===== src/rtl/opti_sos_outstage_if.sv =====
// Sample stream bundle for the SOS output stage: the un-backpressured sample input
// from the last biquad and the valid/ready output stream toward the DAC side.
interface opti_sos_outstage_if #(
    parameter int OUT_W = 16
);
    logic signed [23:0]      data_in;
    logic                    valid_in;
    logic signed [23:0]      gain;
    logic signed [OUT_W-1:0] out_data;
    logic                    out_valid;
    logic                    out_ready;

    modport slave (
        input  data_in, valid_in, gain, out_ready,
        output out_data, out_valid
    );

    modport master (
        output data_in, valid_in, gain, out_ready,
        input  out_data, out_valid
    );
endinterface


===== src/rtl/opti_sos_outstage.sv =====
// Output stage after the last SOS biquad: gain multiply, round-half-up and saturate
// to OUT_W bits, then a first-word-fall-through FIFO that drops and counts on overflow.
module opti_sos_outstage #(
    parameter int OUT_W      = 16,
    parameter int FIFO_DEPTH = 8,
    localparam int AW        = $clog2(FIFO_DEPTH)
) (
    input  logic                  clk,
    input  logic                  rst,
    opti_sos_outstage_if.slave    io,
    input  logic                  clr_flags,
    output logic [AW:0]           fifo_count,
    output logic                  sat_flag,
    output logic [15:0]           drop_cnt
);
    localparam int SH = 44 - (OUT_W - 1);
    localparam logic signed [47:0] HALF  = 48'sd1 <<< (SH - 1);
    localparam logic signed [47:0] MAX_V = (48'sd1 <<< (OUT_W - 1)) - 48'sd1;
    localparam logic signed [47:0] MIN_V = -(48'sd1 <<< (OUT_W - 1));
    localparam logic [AW:0]        PTR_ONE = 1;

    // S1: Q2.22 x Q2.22 -> Q4.44; the gain is captured with the sample it scales
    logic signed [47:0] prod_q;
    logic               v1_q;

    always_ff @(posedge clk) begin
        if (rst) begin
            v1_q   <= 1'b0;
            prod_q <= '0;
        end else begin
            v1_q <= io.valid_in;
            if (io.valid_in)
                prod_q <= 48'(io.data_in) * 48'(io.gain);
        end
    end

    // S2: round half-up at full 48-bit width, then clamp to the output range
    logic signed [47:0]      rnd;
    logic signed [OUT_W-1:0] sat_val;
    logic                    clamp;

    always_comb begin
        // NOTE: every always_comb output gets a default first so no path infers a latch.
        rnd     = (prod_q + HALF) >>> SH;
        sat_val = rnd[OUT_W-1:0];
        clamp   = 1'b0;
        if (rnd > MAX_V) begin
            sat_val = MAX_V[OUT_W-1:0];
            clamp   = 1'b1;
        end else if (rnd < MIN_V) begin
            sat_val = MIN_V[OUT_W-1:0];
            clamp   = 1'b1;
        end
    end

    logic signed [OUT_W-1:0] s2_q;
    logic                    v2_q;

    always_ff @(posedge clk) begin
        if (rst) begin
            v2_q <= 1'b0;
            s2_q <= '0;
        end else begin
            v2_q <= v1_q;
            if (v1_q)
                s2_q <= sat_val;
        end
    end

    // FIFO with one extra wrap bit on each pointer
    logic [AW:0]             wr_ptr, rd_ptr, rd_nxt;
    logic signed [OUT_W-1:0] mem [FIFO_DEPTH];
    logic signed [OUT_W-1:0] head_q;
    logic                    full, empty, push, pop, drop;

    assign empty      = (wr_ptr == rd_ptr);
    assign full       = (wr_ptr[AW-1:0] == rd_ptr[AW-1:0]) && (wr_ptr[AW] != rd_ptr[AW]);
    assign pop        = !empty && io.out_ready;
    assign push       = v2_q && (!full || pop);
    assign drop       = v2_q && full && !pop;
    assign rd_nxt     = rd_ptr + PTR_ONE;
    assign fifo_count = wr_ptr - rd_ptr;

    // NOTE: the storage array has no reset; only pointers define which words are live.
    always_ff @(posedge clk) begin
        if (push)
            mem[wr_ptr[AW-1:0]] <= s2_q;
    end

    always_ff @(posedge clk) begin
        if (rst) begin
            wr_ptr <= '0;
            rd_ptr <= '0;
        end else begin
            if (push) wr_ptr <= wr_ptr + PTR_ONE;
            if (pop)  rd_ptr <= rd_nxt;
        end
    end

    // Registered head: a word landing in an empty (or emptying) FIFO bypasses the array
    always_ff @(posedge clk) begin
        if (rst) begin
            head_q <= '0;
        end else if (pop) begin
            if (fifo_count == PTR_ONE) begin
                if (push) head_q <= s2_q;
            end else begin
                head_q <= mem[rd_nxt[AW-1:0]];
            end
        end else if (empty && push) begin
            head_q <= s2_q;
        end
    end

    assign io.out_data  = head_q;
    assign io.out_valid = !empty;

    // Sticky status; a clear in the same cycle as an event wins
    always_ff @(posedge clk) begin
        if (rst || clr_flags) begin
            sat_flag <= 1'b0;
            drop_cnt <= '0;
        end else begin
            if (v1_q && clamp)
                sat_flag <= 1'b1;
            if (drop && drop_cnt != 16'hFFFF)
                drop_cnt <= drop_cnt + 16'd1;
        end
    end
endmodule

===== src/flat_wrapper.sv =====
// flat-port wrapper written by rule: the top's interface ports become plain ports
module opti_sos_outstage_flat 
#(
    parameter int OUT_W      = 16,
    parameter int FIFO_DEPTH = 8,
    localparam int AW        = $clog2(FIFO_DEPTH)
)
  (clk, rst, clr_flags, fifo_count, sat_flag, drop_cnt, io_data_in, io_valid_in, io_gain, io_out_ready, io_out_data, io_out_valid);
  opti_sos_outstage_if #(.OUT_W(OUT_W)) io_i ();
  input  logic clk;
  input  logic rst;
  input  logic clr_flags;
  output logic [AW:0] fifo_count;
  output logic sat_flag;
  output logic [15:0] drop_cnt;
  input wire logic [$bits(io_i.data_in)-1:0] io_data_in;
  input wire logic [$bits(io_i.valid_in)-1:0] io_valid_in;
  input wire logic [$bits(io_i.gain)-1:0] io_gain;
  input wire logic [$bits(io_i.out_ready)-1:0] io_out_ready;
  output wire logic [$bits(io_i.out_data)-1:0] io_out_data;
  output wire logic [$bits(io_i.out_valid)-1:0] io_out_valid;
  assign io_i.data_in = io_data_in;
  assign io_i.valid_in = io_valid_in;
  assign io_i.gain = io_gain;
  assign io_i.out_ready = io_out_ready;
  assign io_out_data = io_i.out_data;
  assign io_out_valid = io_i.out_valid;
  opti_sos_outstage #(.OUT_W(OUT_W), .FIFO_DEPTH(FIFO_DEPTH)) u_core (.clk(clk), .rst(rst), .io(io_i), .clr_flags(clr_flags), .fifo_count(fifo_count), .sat_flag(sat_flag), .drop_cnt(drop_cnt));
endmodule

===== config.mk =====
export PLATFORM = sky130hd
export DESIGN_NAME = opti_sos_outstage_flat
export DESIGN_NICKNAME = d
export VERILOG_FILES = /design/src/rtl/opti_sos_outstage_if.sv /design/src/rtl/opti_sos_outstage.sv /design/src/flat_wrapper.sv
export SDC_FILE = /design/constraint.sdc
export NUM_CORES = 2
export LEC_CHECK = 0
export ABC_CLOCK_PERIOD_IN_PS = 9500
export CAP_MARGIN = 40
export CELL_PAD_IN_SITES_DETAIL_PLACEMENT = 0
export CELL_PAD_IN_SITES_GLOBAL_PLACEMENT = 1
export CORE_MARGIN = 8
export CORE_UTILIZATION = 52
export DETAILED_ROUTE_END_ITERATION = 6
export PLACE_DENSITY_LB_ADDON = 0.1
export SLEW_MARGIN = 0
export SYNTH_ARGS = -nofsm -noshare
export SYNTH_HDL_FRONTEND = slang
export SYNTH_SLANG_ARGS = --single-unit

===== constraint.sdc =====
create_clock -name clk -period 9.5 [get_ports clk]
set_input_delay 0.95 -clock clk [delete_from_list [all_inputs] [get_ports clk]]
set_output_delay 0.95 -clock clk [all_outputs]
set_load 0.02 [all_outputs]

==> results.py <==
metrics = {
    "timing": {
        "timing_hold_violations_final": 0,
        "max_clock_freq_mhz": 123,
        "rsz0062_at_grt": "no",
        "relSlewSlack": 0.349,
        "finalSetupViolations": 0,
        "fin_crit_sh": 0.853,
        "holdWs_ps": 517,
        "fin_skew_ps": 13.2,
        "final.setup.tns_ps": 0,
        "tightest_slew_ps": 974,
        "maxSlewViolCount": 0,
        "period_minus_slack_ps": 8100,
    },
    "critical_path": {
        "crit_path_max_fanout": 18,
        "critPathArrivalTime_ps": 8510,
        "required_ps": 9900,
        "critPathKind": "in2reg",
        "endpoint_kind": "flop",
        "startpoint_type": "input port",
    },
    "cts": {
        "cts_root_buf": "clkbuf_16",
        "cts.sinks": 207,
        "cts.clk_slew.worst_paths_ps": 70,
        "cts_buffer_depth": 3,
        "postCtsSetupRepairBufs": 0,
        "cts_hold_buffers": 0,
        "cts_max_level": 1,
        "cts_tree": "done",
        "numCtsBuffers": 19,
        "cts.repair.resized": 0,
        "insertion_delay_ps": 480,
    },
    "min_path": {
        "hold_class": "reg2reg",
    },
    "finish": {
        "most-common-layout-cells": "635 x inv_1, 607 x fa_1, 339 x nand2_1",
        "instances_no_fill": 3664,
        "drive_gt1_frac": 0.0605,
        "fin_area_um2": 31900,
        "area_growth_pct": 9.29,
        "fillers": 4966,
        "num-nets-final": 3692,
        "mostFrequentLayoutCell": "inv_1",
        "diodes": 0,
    },
    "route": {
        "wl_um": 68800,
        "via_count": 19100,
        "drt_iter0_drc": 928,
        "firstDrtPassIters": 5,
        "drc_errors": 0,
        "viasPerCell": 5.21,
        "wl_per_cell_um": 18.8,
        "postRouteAntennaNets": 0,
    },
    "synth": {
        "syn_area_um2": 29200,
        "ys_seq_area_frac": 0.186,
        "yosys_warnings": 0,
        "synth-main-ff-cell": "edfxtp_1",
        "syn_nets": 3635,
        "synth-edff-count": 128,
        "postSynthAreaPerCell_um2": 10.3,
        "synth_top_cell_by_area": "fa_1",
        "netlist_instances": 2838,
        "synth_cell_type_count": 69,
        "yosysTopAreaCellShare": 0.417,
        "synth_seq_cells": 207,
        "async_flop_share": 0,
        "synth_area_leaders": "fa_1 42%, edfxtp_1 13%, inv_1 8.2%",
    },
    "global_routing": {
        "grt_pass1_vias": 21500,
        "overflow": 0,
        "grt_usage": 0.225,
        "grt_pass1_wl_um": 115000,
        "grt_max_degree": 67,
        "antenna_found_initial": 2,
    },
    "placed_design": {
        "routabilityCongestion": 0.898,
        "io_buffers": 90,
        "placed_cells": 3628,
        "hpwlAfterDp_um": 57600,
        "postPlaceCellArea_um2": 31300,
    },
    "die": {
        "die_x_um": 253,
        "fp.dieH_um": 253,
        "start_util": 0.521,
        "die_area_um2": 63900,
        "ios": 91,
        "fp.coreArea_um2": 56000,
        "rows": 87,
    },
    "status": {
        "outcome": "finished clean",
    },
    "flow_run": {
        "max_cap_violations": 0,
    },
}
-- flip-flops by register name (all words and copies together) (netlist names) --
name                flops
u_core.drop_cnt        16
u_core.io.out_data     16
u_core.mem            128
u_core.prod_q          20
u_core.rd_ptr           4
u_core.s2_q            16
u_core.sat_flag         1
u_core.v1_q             1
u_core.v2_q             1
u_core.wr_ptr           4
-- kinds of logic (layout without fill, tap and decap cells) --
logic type	count (synthesis)	count (layout)	share of synthesized area
AOI/OAI and AO/OA	178	178	0.0445
xor gates and xnor gates	65	65	0.0195
adders and majority gates	744	744	0.475
buffers and inverters	769	839	0.0994
DFF	207	207	0.186
muxes	59	59	0.0340
and+or+nand+nor	816	816	0.141
-- critical path, cell delays in order --
cell and delay [ps]:
clkdlybuf4s50_1 1110, buf_4 290, nand2_1 80, fa_1 510, inv_1 50, fa_1 580
fa_1 440, fa_1 560, fa_1 450, fa_1 490, inv_1 50, fa_1 490
inv_1 60, ha_1 340, nand3_1 130, a211oi_2 230, o2111ai_1 150, a31oi_1 300
o21ai_1 200, o21ai_1 280, a41oi_1 230, or4_1 440, o211ai_1 100
-- path summary, 6_finish.rpt --
check / from / slack [ps] / depth (start not counted) / end
hold / removal: u_core.drop_cnt[15] / 520 / 2 / u_core.drop_cnt[15]
setup / recovery: io_data_in[8] / 1400 / 23 / u_core.prod_q[38]
hold reg to reg: u_core.drop_cnt[15] / 520 / 2 / u_core.drop_cnt[15]
setup reg to reg: u_core.rd_ptr[0] / 6380 / 8 / u_core.mem[6][7]
-- per-stage QoR --
step	worst slack, ps	util
after floorplan	2200	-
after global placement	1000	0.555
after detailed placement	925	0.559
after CTS	1440	0.569
after global routing	1040	0.570
final	1400	0.570
-- cell type report --
type                       instances  area, um^2  area share
inverter                         637        2390      0.0750
clock buffer                      28         529      0.0166
sequential                       207        5430       0.170
multi-input combinational       1862       20900       0.656
clock inverter                     6        57.6     0.00181
tap                              756         946      0.0297
timing repair buffer             168        1620      0.0507
-- synth_stat cells (14+ instances only) --
| master | count |
|---|---|
| clkbuf_1 | 119 |
| nand3_1 | 26 |
| inv_1 | 635 |
| a21oi_1 | 36 |
| nand2_1 | 339 |
| and2_1 | 259 |
| ha_1 | 137 |
| mux4_2 | 32 |
| nor2_1 | 95 |
| xor2_1 | 30 |
| edfxtp_1 | 128 |
| a211oi_1 | 41 |
| xnor2_1 | 35 |
| dfxtp_1 | 79 |
| mux2i_1 | 26 |
| o211a_1 | 14 |
| o21ai_0 | 24 |
| nand2b_1 | 14 |
| nor2b_1 | 18 |
| nor3_1 | 15 |
| fa_1 | 607 |
-- layer usage --
| metal | track usage | routed length (um) | part of all wire |
|---|---|---|---|
| met3 | 0.0254 | 2850 | 0.041 |
| met5 | 0 | 13 | 0.00019 |
| met1 | 0.306 | 30300 | 0.44 |
| met2 | 0.389 | 34200 | 0.50 |
| met4 | 0.0424 | 1450 | 0.021 |
Power is not shown: default switching activity piles up to over one toggle a cycle in this logic, so the estimate is an artifact.
